`config.mk`:
```
export PLATFORM = sky130hd
export DESIGN_NAME = seven_seg_ctrl
export DESIGN_NICKNAME = d
export VERILOG_FILES = /design/src/rtl/sevenseg_pkg.sv /design/src/rtl/seven_seg_decode.sv /design/src/rtl/seven_seg_ctrl.sv
export SDC_FILE = /design/constraint.sdc
export NUM_CORES = 1
export LEC_CHECK = 0
export CAP_MARGIN = 20
export CORE_AREA = 2 2 136 171
export CTS_CLUSTER_DIAMETER = 150
export DETAILED_ROUTE_END_ITERATION = 8
export DIE_AREA = 0 0 138 173
export PLACE_DENSITY = 0.57
export SETUP_SLACK_MARGIN = 0.15
export SLEW_MARGIN = 15
export SYNTH_ARGS = -nofsm -noshare
export SYNTH_HDL_FRONTEND = slang
export SYNTH_SLANG_ARGS = --single-unit
export TNS_END_PERCENT = 50
```
`constraint.sdc`:
```
create_clock -name clk -period 5.7 [get_ports clk]
set_clock_uncertainty 0.05 [all_clocks]
set_input_delay 1.425 -clock clk [delete_from_list [all_inputs] [get_ports clk]]
set_output_delay 1.425 -clock clk [all_outputs]
set_load 0.02 [all_outputs]
```
`src/rtl/sevenseg_pkg.sv`:
```
// Shared register map, segment type and hex decode table for the seven-segment controller.
package sevenseg_pkg;

    localparam int unsigned MAX_DIGITS = 16;
    localparam int unsigned ADDR_W     = 5;
    localparam int unsigned DATA_W     = 8;
    localparam int unsigned SEG_W      = 7;

    localparam logic [ADDR_W-1:0] REG_DIGIT0   = 5'h00;
    localparam logic [ADDR_W-1:0] REG_EN_LO    = 5'h10;
    localparam logic [ADDR_W-1:0] REG_EN_HI    = 5'h11;
    localparam logic [ADDR_W-1:0] REG_BLINK_LO = 5'h12;
    localparam logic [ADDR_W-1:0] REG_BLINK_HI = 5'h13;
    localparam logic [ADDR_W-1:0] REG_RAW_LO   = 5'h14;
    localparam logic [ADDR_W-1:0] REG_RAW_HI   = 5'h15;
    localparam logic [ADDR_W-1:0] REG_BRIGHT   = 5'h16;
    localparam logic [ADDR_W-1:0] REG_CTRL     = 5'h17;

    typedef logic [SEG_W-1:0] seg_t;

    localparam seg_t BLANK = 7'h7F;

    // Active-high hex glyphs, bit 0 = segment a.
    function automatic seg_t hex_to_seg(input logic [3:0] nibble);
        seg_t seg;
        case (nibble)
            4'h0: seg = 7'h3F;
            4'h1: seg = 7'h06;
            4'h2: seg = 7'h5B;
            4'h3: seg = 7'h4F;
            4'h4: seg = 7'h66;
            4'h5: seg = 7'h6D;
            4'h6: seg = 7'h7D;
            4'h7: seg = 7'h07;
            4'h8: seg = 7'h7F;
            4'h9: seg = 7'h6F;
            4'hA: seg = 7'h77;
            4'hB: seg = 7'h7C;
            4'hC: seg = 7'h39;
            4'hD: seg = 7'h5E;
            4'hE: seg = 7'h79;
            default: seg = 7'h71;
        endcase
        return seg;
    endfunction

endpackage

```
`src/rtl/seven_seg_decode.sv`:
```
// Combinational 4-bit hex to active-high segment decoder.
module seven_seg_decode
    import sevenseg_pkg::*;
(
    input  logic [3:0] nibble,
    output seg_t       seg_c
);

    assign seg_c = hex_to_seg(nibble);

endmodule

```
`src/rtl/seven_seg_ctrl.sv`:
```
// Bus-mapped multi-digit seven-segment controller with per-digit enable, blink and raw mode.
// Optional PWM brightness dimming is built when SEVENSEG_PWM_EN is defined.
module seven_seg_ctrl
    import sevenseg_pkg::*;
#(
    parameter int unsigned NUM_DIGITS = 6,
    parameter int unsigned BLINK_W    = 24
) (
    input  logic                        clk,
    input  logic                        rst_n,
    input  logic                        cs,
    input  logic                        rw,
    input  logic [ADDR_W-1:0]           addr,
    input  logic [DATA_W-1:0]           data_in,
    output logic [DATA_W-1:0]           data_out,
    output logic [SEG_W*NUM_DIGITS-1:0] seg_n
);

    localparam logic [MAX_DIGITS-1:0] DIG_MASK = MAX_DIGITS'((33'd1 << NUM_DIGITS) - 33'd1);

    logic [DATA_W-1:0]     digit [MAX_DIGITS];
    logic [MAX_DIGITS-1:0] en;
    logic [MAX_DIGITS-1:0] blink;
    logic [MAX_DIGITS-1:0] raw;
    logic [BLINK_W-1:0]    blink_cnt;
    logic                  blink_phase_c;
    logic                  pwm_on_c;
    logic                  wr_c;
    logic                  rd_c;
    logic                  digit_hit_c;
    logic [DATA_W-1:0]     rd_data_c;
    seg_t                  hex_seg_c [NUM_DIGITS];
    seg_t                  disp_c    [NUM_DIGITS];
    seg_t                  disp_q    [NUM_DIGITS];

    assign wr_c          = cs & ~rw;
    assign rd_c          = cs & rw;
    assign digit_hit_c   = ~addr[4] && (32'(addr[3:0]) < NUM_DIGITS);
    assign blink_phase_c = blink_cnt[BLINK_W-1];

    // Configuration registers; mask bits beyond NUM_DIGITS are never stored.
    always_ff @(posedge clk or negedge rst_n) begin
        if (!rst_n) begin
            for (int k = 0; k < int'(MAX_DIGITS); k++) digit[k] <= '0;
            en    <= '0;
            blink <= '0;
            raw   <= '0;
        end else if (wr_c) begin
            if (digit_hit_c) digit[addr[3:0]] <= data_in;
            case (addr)
                REG_EN_LO:    en[7:0]     <= data_in & DIG_MASK[7:0];
                REG_EN_HI:    en[15:8]    <= data_in & DIG_MASK[15:8];
                REG_BLINK_LO: blink[7:0]  <= data_in & DIG_MASK[7:0];
                REG_BLINK_HI: blink[15:8] <= data_in & DIG_MASK[15:8];
                REG_RAW_LO:   raw[7:0]    <= data_in & DIG_MASK[7:0];
                REG_RAW_HI:   raw[15:8]   <= data_in & DIG_MASK[15:8];
                default: ;
            endcase
        end
    end

    // Free-running blink prescaler; a CTRL bit0 write restarts it in the lit phase.
    always_ff @(posedge clk or negedge rst_n) begin
        if (!rst_n) begin
            blink_cnt <= '0;
        end else if (wr_c && addr == REG_CTRL && data_in[0]) begin
            blink_cnt <= '0;
        end else begin
            blink_cnt <= blink_cnt + BLINK_W'(1);
        end
    end

`ifdef SEVENSEG_PWM_EN
    logic [3:0] bright;
    logic [3:0] pwm_cnt;

    always_ff @(posedge clk or negedge rst_n) begin
        if (!rst_n) begin
            bright  <= 4'hF;
            pwm_cnt <= 4'h0;
        end else begin
            pwm_cnt <= pwm_cnt + 4'd1;
            if (wr_c && addr == REG_BRIGHT) bright <= data_in[3:0];
        end
    end

    assign pwm_on_c = (pwm_cnt <= bright);
`else
    assign pwm_on_c = 1'b1;
`endif

    always_comb begin
        rd_data_c = '0;
        if (digit_hit_c) rd_data_c = digit[addr[3:0]];
        case (addr)
            REG_EN_LO:    rd_data_c = en[7:0];
            REG_EN_HI:    rd_data_c = en[15:8];
            REG_BLINK_LO: rd_data_c = blink[7:0];
            REG_BLINK_HI: rd_data_c = blink[15:8];
            REG_RAW_LO:   rd_data_c = raw[7:0];
            REG_RAW_HI:   rd_data_c = raw[15:8];
`ifdef SEVENSEG_PWM_EN
            REG_BRIGHT:   rd_data_c = {4'h0, bright};
`endif
            REG_CTRL:     rd_data_c = {6'b0, blink_phase_c, 1'b0};
            default: ;
        endcase
    end

    always_ff @(posedge clk or negedge rst_n) begin
        if (!rst_n) data_out <= '0;
        else if (rd_c) data_out <= rd_data_c;
    end

    for (genvar k = 0; k < int'(NUM_DIGITS); k++) begin : g_dec
        seven_seg_decode u_dec (
            .nibble (digit[k][3:0]),
            .seg_c  (hex_seg_c[k])
        );
    end

    always_comb begin
        for (int k = 0; k < int'(NUM_DIGITS); k++) begin
            disp_c[k] = '0;
            if (en[k] && !(blink[k] && blink_phase_c) && pwm_on_c)
                disp_c[k] = raw[k] ? digit[k][6:0] : hex_seg_c[k];
        end
    end

    // Two register stages give a fixed write-to-pin latency; inversion at the pins.
    always_ff @(posedge clk or negedge rst_n) begin
        if (!rst_n) begin
            for (int k = 0; k < int'(NUM_DIGITS); k++) disp_q[k] <= '0;
            seg_n <= {NUM_DIGITS{BLANK}};
        end else begin
            for (int k = 0; k < int'(NUM_DIGITS); k++) begin
                disp_q[k]          <= disp_c[k];
                seg_n[7*k +: 7]    <= ~disp_q[k];
            end
        end
    end

endmodule

```
==> flow_metrics.env <==
export IMPL_vias=6006
export IMPL_ir_drop_mv=0.247
export IMPL_cts_buffers=17
export IMPL_synthesis_nets=857
export IMPL_synth_xor_area_share_pct=0.997
export IMPL_numPortBuffers=66
export IMPL_initial_core_util_pct=39.7
export IMPL_die_height_um=173
export IMPL_drt_wl_total_um=19500
export IMPL_yosysTopAreaCell="dfrtp_1"
export IMPL_synthSimpleGateAreaFrac_pct=11.0
export IMPL_crit_type="input port to flip-flop"
export IMPL_grt_pass1_wl_um=32200
export IMPL_vias_per_cell=5.23
export IMPL_cts_hold_buffers=0
export IMPL_synth_area_top_cells="dfrtp_1, dfstp_2, mux2_2"
export IMPL_std_cell_rows=61
export IMPL_arrival_ns=3.89
export IMPL_maxSlewViolCount=0
export IMPL_postCtsResizedCells=0
export IMPL_p_int_uw=2450
export IMPL_leakagePower_uw=0.00428
export IMPL_stdcell_count=1148
export IMPL_ios=67
export IMPL_cts_tree="done"
export IMPL_detail_route_wl_per_cell_um=17.0
export IMPL_worstPathCellList="clkdlybuf4s50_1 -> or4b_2 -> nor2_2 -> mux2_2"
export IMPL_critPathTopFamily="simple AND/OR/NAND/NOR gates"
export IMPL_synth_mux_area_share_pct=13.4
export IMPL_rsz0062_at_grt="no"
export IMPL_ant_nets=0
export IMPL_fin_crit_ns=3.62
export IMPL_whs_ns=0.300
export IMPL_drtIter0Drc=372
export IMPL_finalSetupViolations=0
export IMPL_power_switching_uw=1110
export IMPL_synth_compound_area_share_pct=12.4
export IMPL_clkTransAtPathRegs_ns=0.07
export IMPL_critPathBufInv=1
export IMPL_fmax_ghz=0.276
export IMPL_worst_path_max_delay_cell="or4b_2"
export IMPL_cts_setup_buffers=0
export IMPL_core_mm2=0.0221
export IMPL_netlist_instances=809
export IMPL_outcome="finished clean"
export IMPL_overflow=0
export IMPL_fin_nets=900
export IMPL_hp_class="flip-flop to flip-flop"
export IMPL_path_max_fanout=20
export IMPL_synth_seq_area_share_pct=52.5
export IMPL_clock_path_buffers=2
export IMPL_place_inst=1116
export IMPL_multi_input_area_mm2=0.00370
export IMPL_drc=0
export IMPL_yosysMostFrequentCell="dfrtp_1"
export IMPL_area_growth_pct=16.8
export IMPL_p_clk_share_pct=33.7
export IMPL_fillerInstances=2087
export IMPL_synth_main_ff_cell="dfrtp_1"
export IMPL_relSlewSlack_pct=40.4
export IMPL_power_frac_seq_pct=48.2
export IMPL_tightestPinTransition_ns=0.894
export IMPL_power_density_mw_per_mm2=347
export IMPL_crit_required_ns=5.96
export IMPL_cts_htree_levels=4
export IMPL_dieWidth_um=138
export IMPL_diodes=0
export IMPL_synth_edf_count=0
export IMPL_gp_congestion=0.870
export IMPL_layout_drive_gt1_share_pct=19.0
export IMPL_power_frac_comb_pct=18.1
export IMPL_yosysUniqueCellTypes=58
export IMPL_synth_cells_most_frequent="dfrtp_1, inv_1, nand2_1"
export IMPL_synthAdderAreaFrac_pct=4.42
export IMPL_slowest_delay_ns=0.90
export IMPL_cts_sinks=182
export IMPL_clock_root_buffer="clkbuf_16"
export IMPL_clock_latency_ns=0.44
export IMPL_synth_avg_cell_area_um2=10.9
export IMPL_drtPass1Iterations=4
export IMPL_synth_top_cell_area_share_pct=39.9
export IMPL_worst_setup_path_end_kind="flip-flop"
export IMPL_antenna_found_initial=0
export IMPL_dpl_hpwl_um=13400
export IMPL_maxCapViolations=0
export IMPL_start_kind="input port"
export IMPL_async_flop_share_pct=100
export IMPL_dieArea_mm2=0.0239
export IMPL_track_usage_pct=16.8
export IMPL_tns_ns=0
export IMPL_syn_area_mm2=0.00878
export IMPL_ys_seq_elements=182
export IMPL_swShare_pct=31.1
export IMPL_yosysWarnings=0
export IMPL_synth_top_family_by_area="multiplexers"
export IMPL_period_share_pct=63.6
export IMPL_regArea_mm2=0.00461
export IMPL_finalHoldViolations=0
export IMPL_grt_pass1_vias=5925
export IMPL_grt_max_degree=96
==> final cells by class <==
class | instances | share of cell area, %
Inverter | 77 | 2.82
Tap cell | 283 | 3.45
Sequential cell | 182 | 44.9
Clock inverter | 15 | 1.82
Multi-Input combinational cell | 506 | 36.1
Timing Repair Buffer | 68 | 6.72
Clock buffer | 17 | 4.15
==> sequential cells by signal, summed over array words and instances, names as in the netlist <==
register	count
blink	6
blink_cnt	24
data_out	8
digit	48
disp_q	42
en	6
raw	6
seg_n	42
==> metrics by stage <==
| stage | util [%] | setup WS [ns] | area, um^2 | power (uW) |
|---|---|---|---|---|
| after floorplan | - | 2.60 | 8780 | 2120 |
| after global routing | 46.3 | 2.01 | 10300 | 3760 |
| after CTS | 46.3 | 2.11 | 10300 | 3610 |
| final | 46.3 | 2.08 | 10300 | 3560 |
| after detailed placement | 43.6 | 1.64 | 9640 | 2390 |
| after global placement | 43.6 | 1.72 | 9640 | 2380 |
==> placed cells by master, fill, tap and decap left out, types with 21 or more instances in the layout <==
master,instances
nor2_1,32
nand3_1,21
a21oi_1,57
o21ai_0,31
mux2_2,71
ha_1,31
clkdlybuf4s50_1,65
dfstp_2,42
nand2_1,74
dfrtp_1,140
mux2i_1,22
inv_1,77
==> worst reg2reg max path, delay by kind of cell, from the launching register on <==
| kind | cells | cell delay, ns |
|---|---|---|
| AND/OR/NAND/NOR | 3 | 1.34 |
| flip-flops | 1 | 0.46 |
| AO/OA/AOI/OAI | 1 | 0.15 |
==> kinds of logic after synthesis <==
kind of cell    Yosys count
simple gates            194
flops                   182
compound gates          171
buf+inv                 121
mux                     100
fa+ha+maj                31
xor+xnor                 10
==> power groups by stage <==
stage               Combinational, uW  Clock, uW  Sequential [uW]
floorplan                         432          0             1690
global placement                  642          0             1730
detailed placement                650          0             1740
CTS                               655       1240             1710
global route                      722       1290             1750
finish                            646       1200             1710
==> per-layer routing <==
layer	GRT usage (%)	wire, um	vias to the layer above
met5	0	0	-
met2	27.4	9440	97
met4	5.57	423	0
met1	22.7	9010	2961
li1	-	-	2922
met3	3.35	610	26
==> worst paths after layout <==
kind | slack (ns) | from | endpoint | cells after the start
min in group asynchronous | 1.02 | rst_n | disp_q[21] | 1
worst min register to register | 0.30 | disp_q[27] | seg_n[20] | 1
worst min-delay path | 0.30 | disp_q[27] | seg_n[20] | 1
worst max-delay path | 2.08 | addr[1] | digit[82] | 4
max in group asynchronous | 3.61 | rst_n | seg_n[7] | 2
worst max register to register | 3.61 | blink_cnt[10] | blink_cnt[20] | 4
Power figures use the tool's default switching activity.
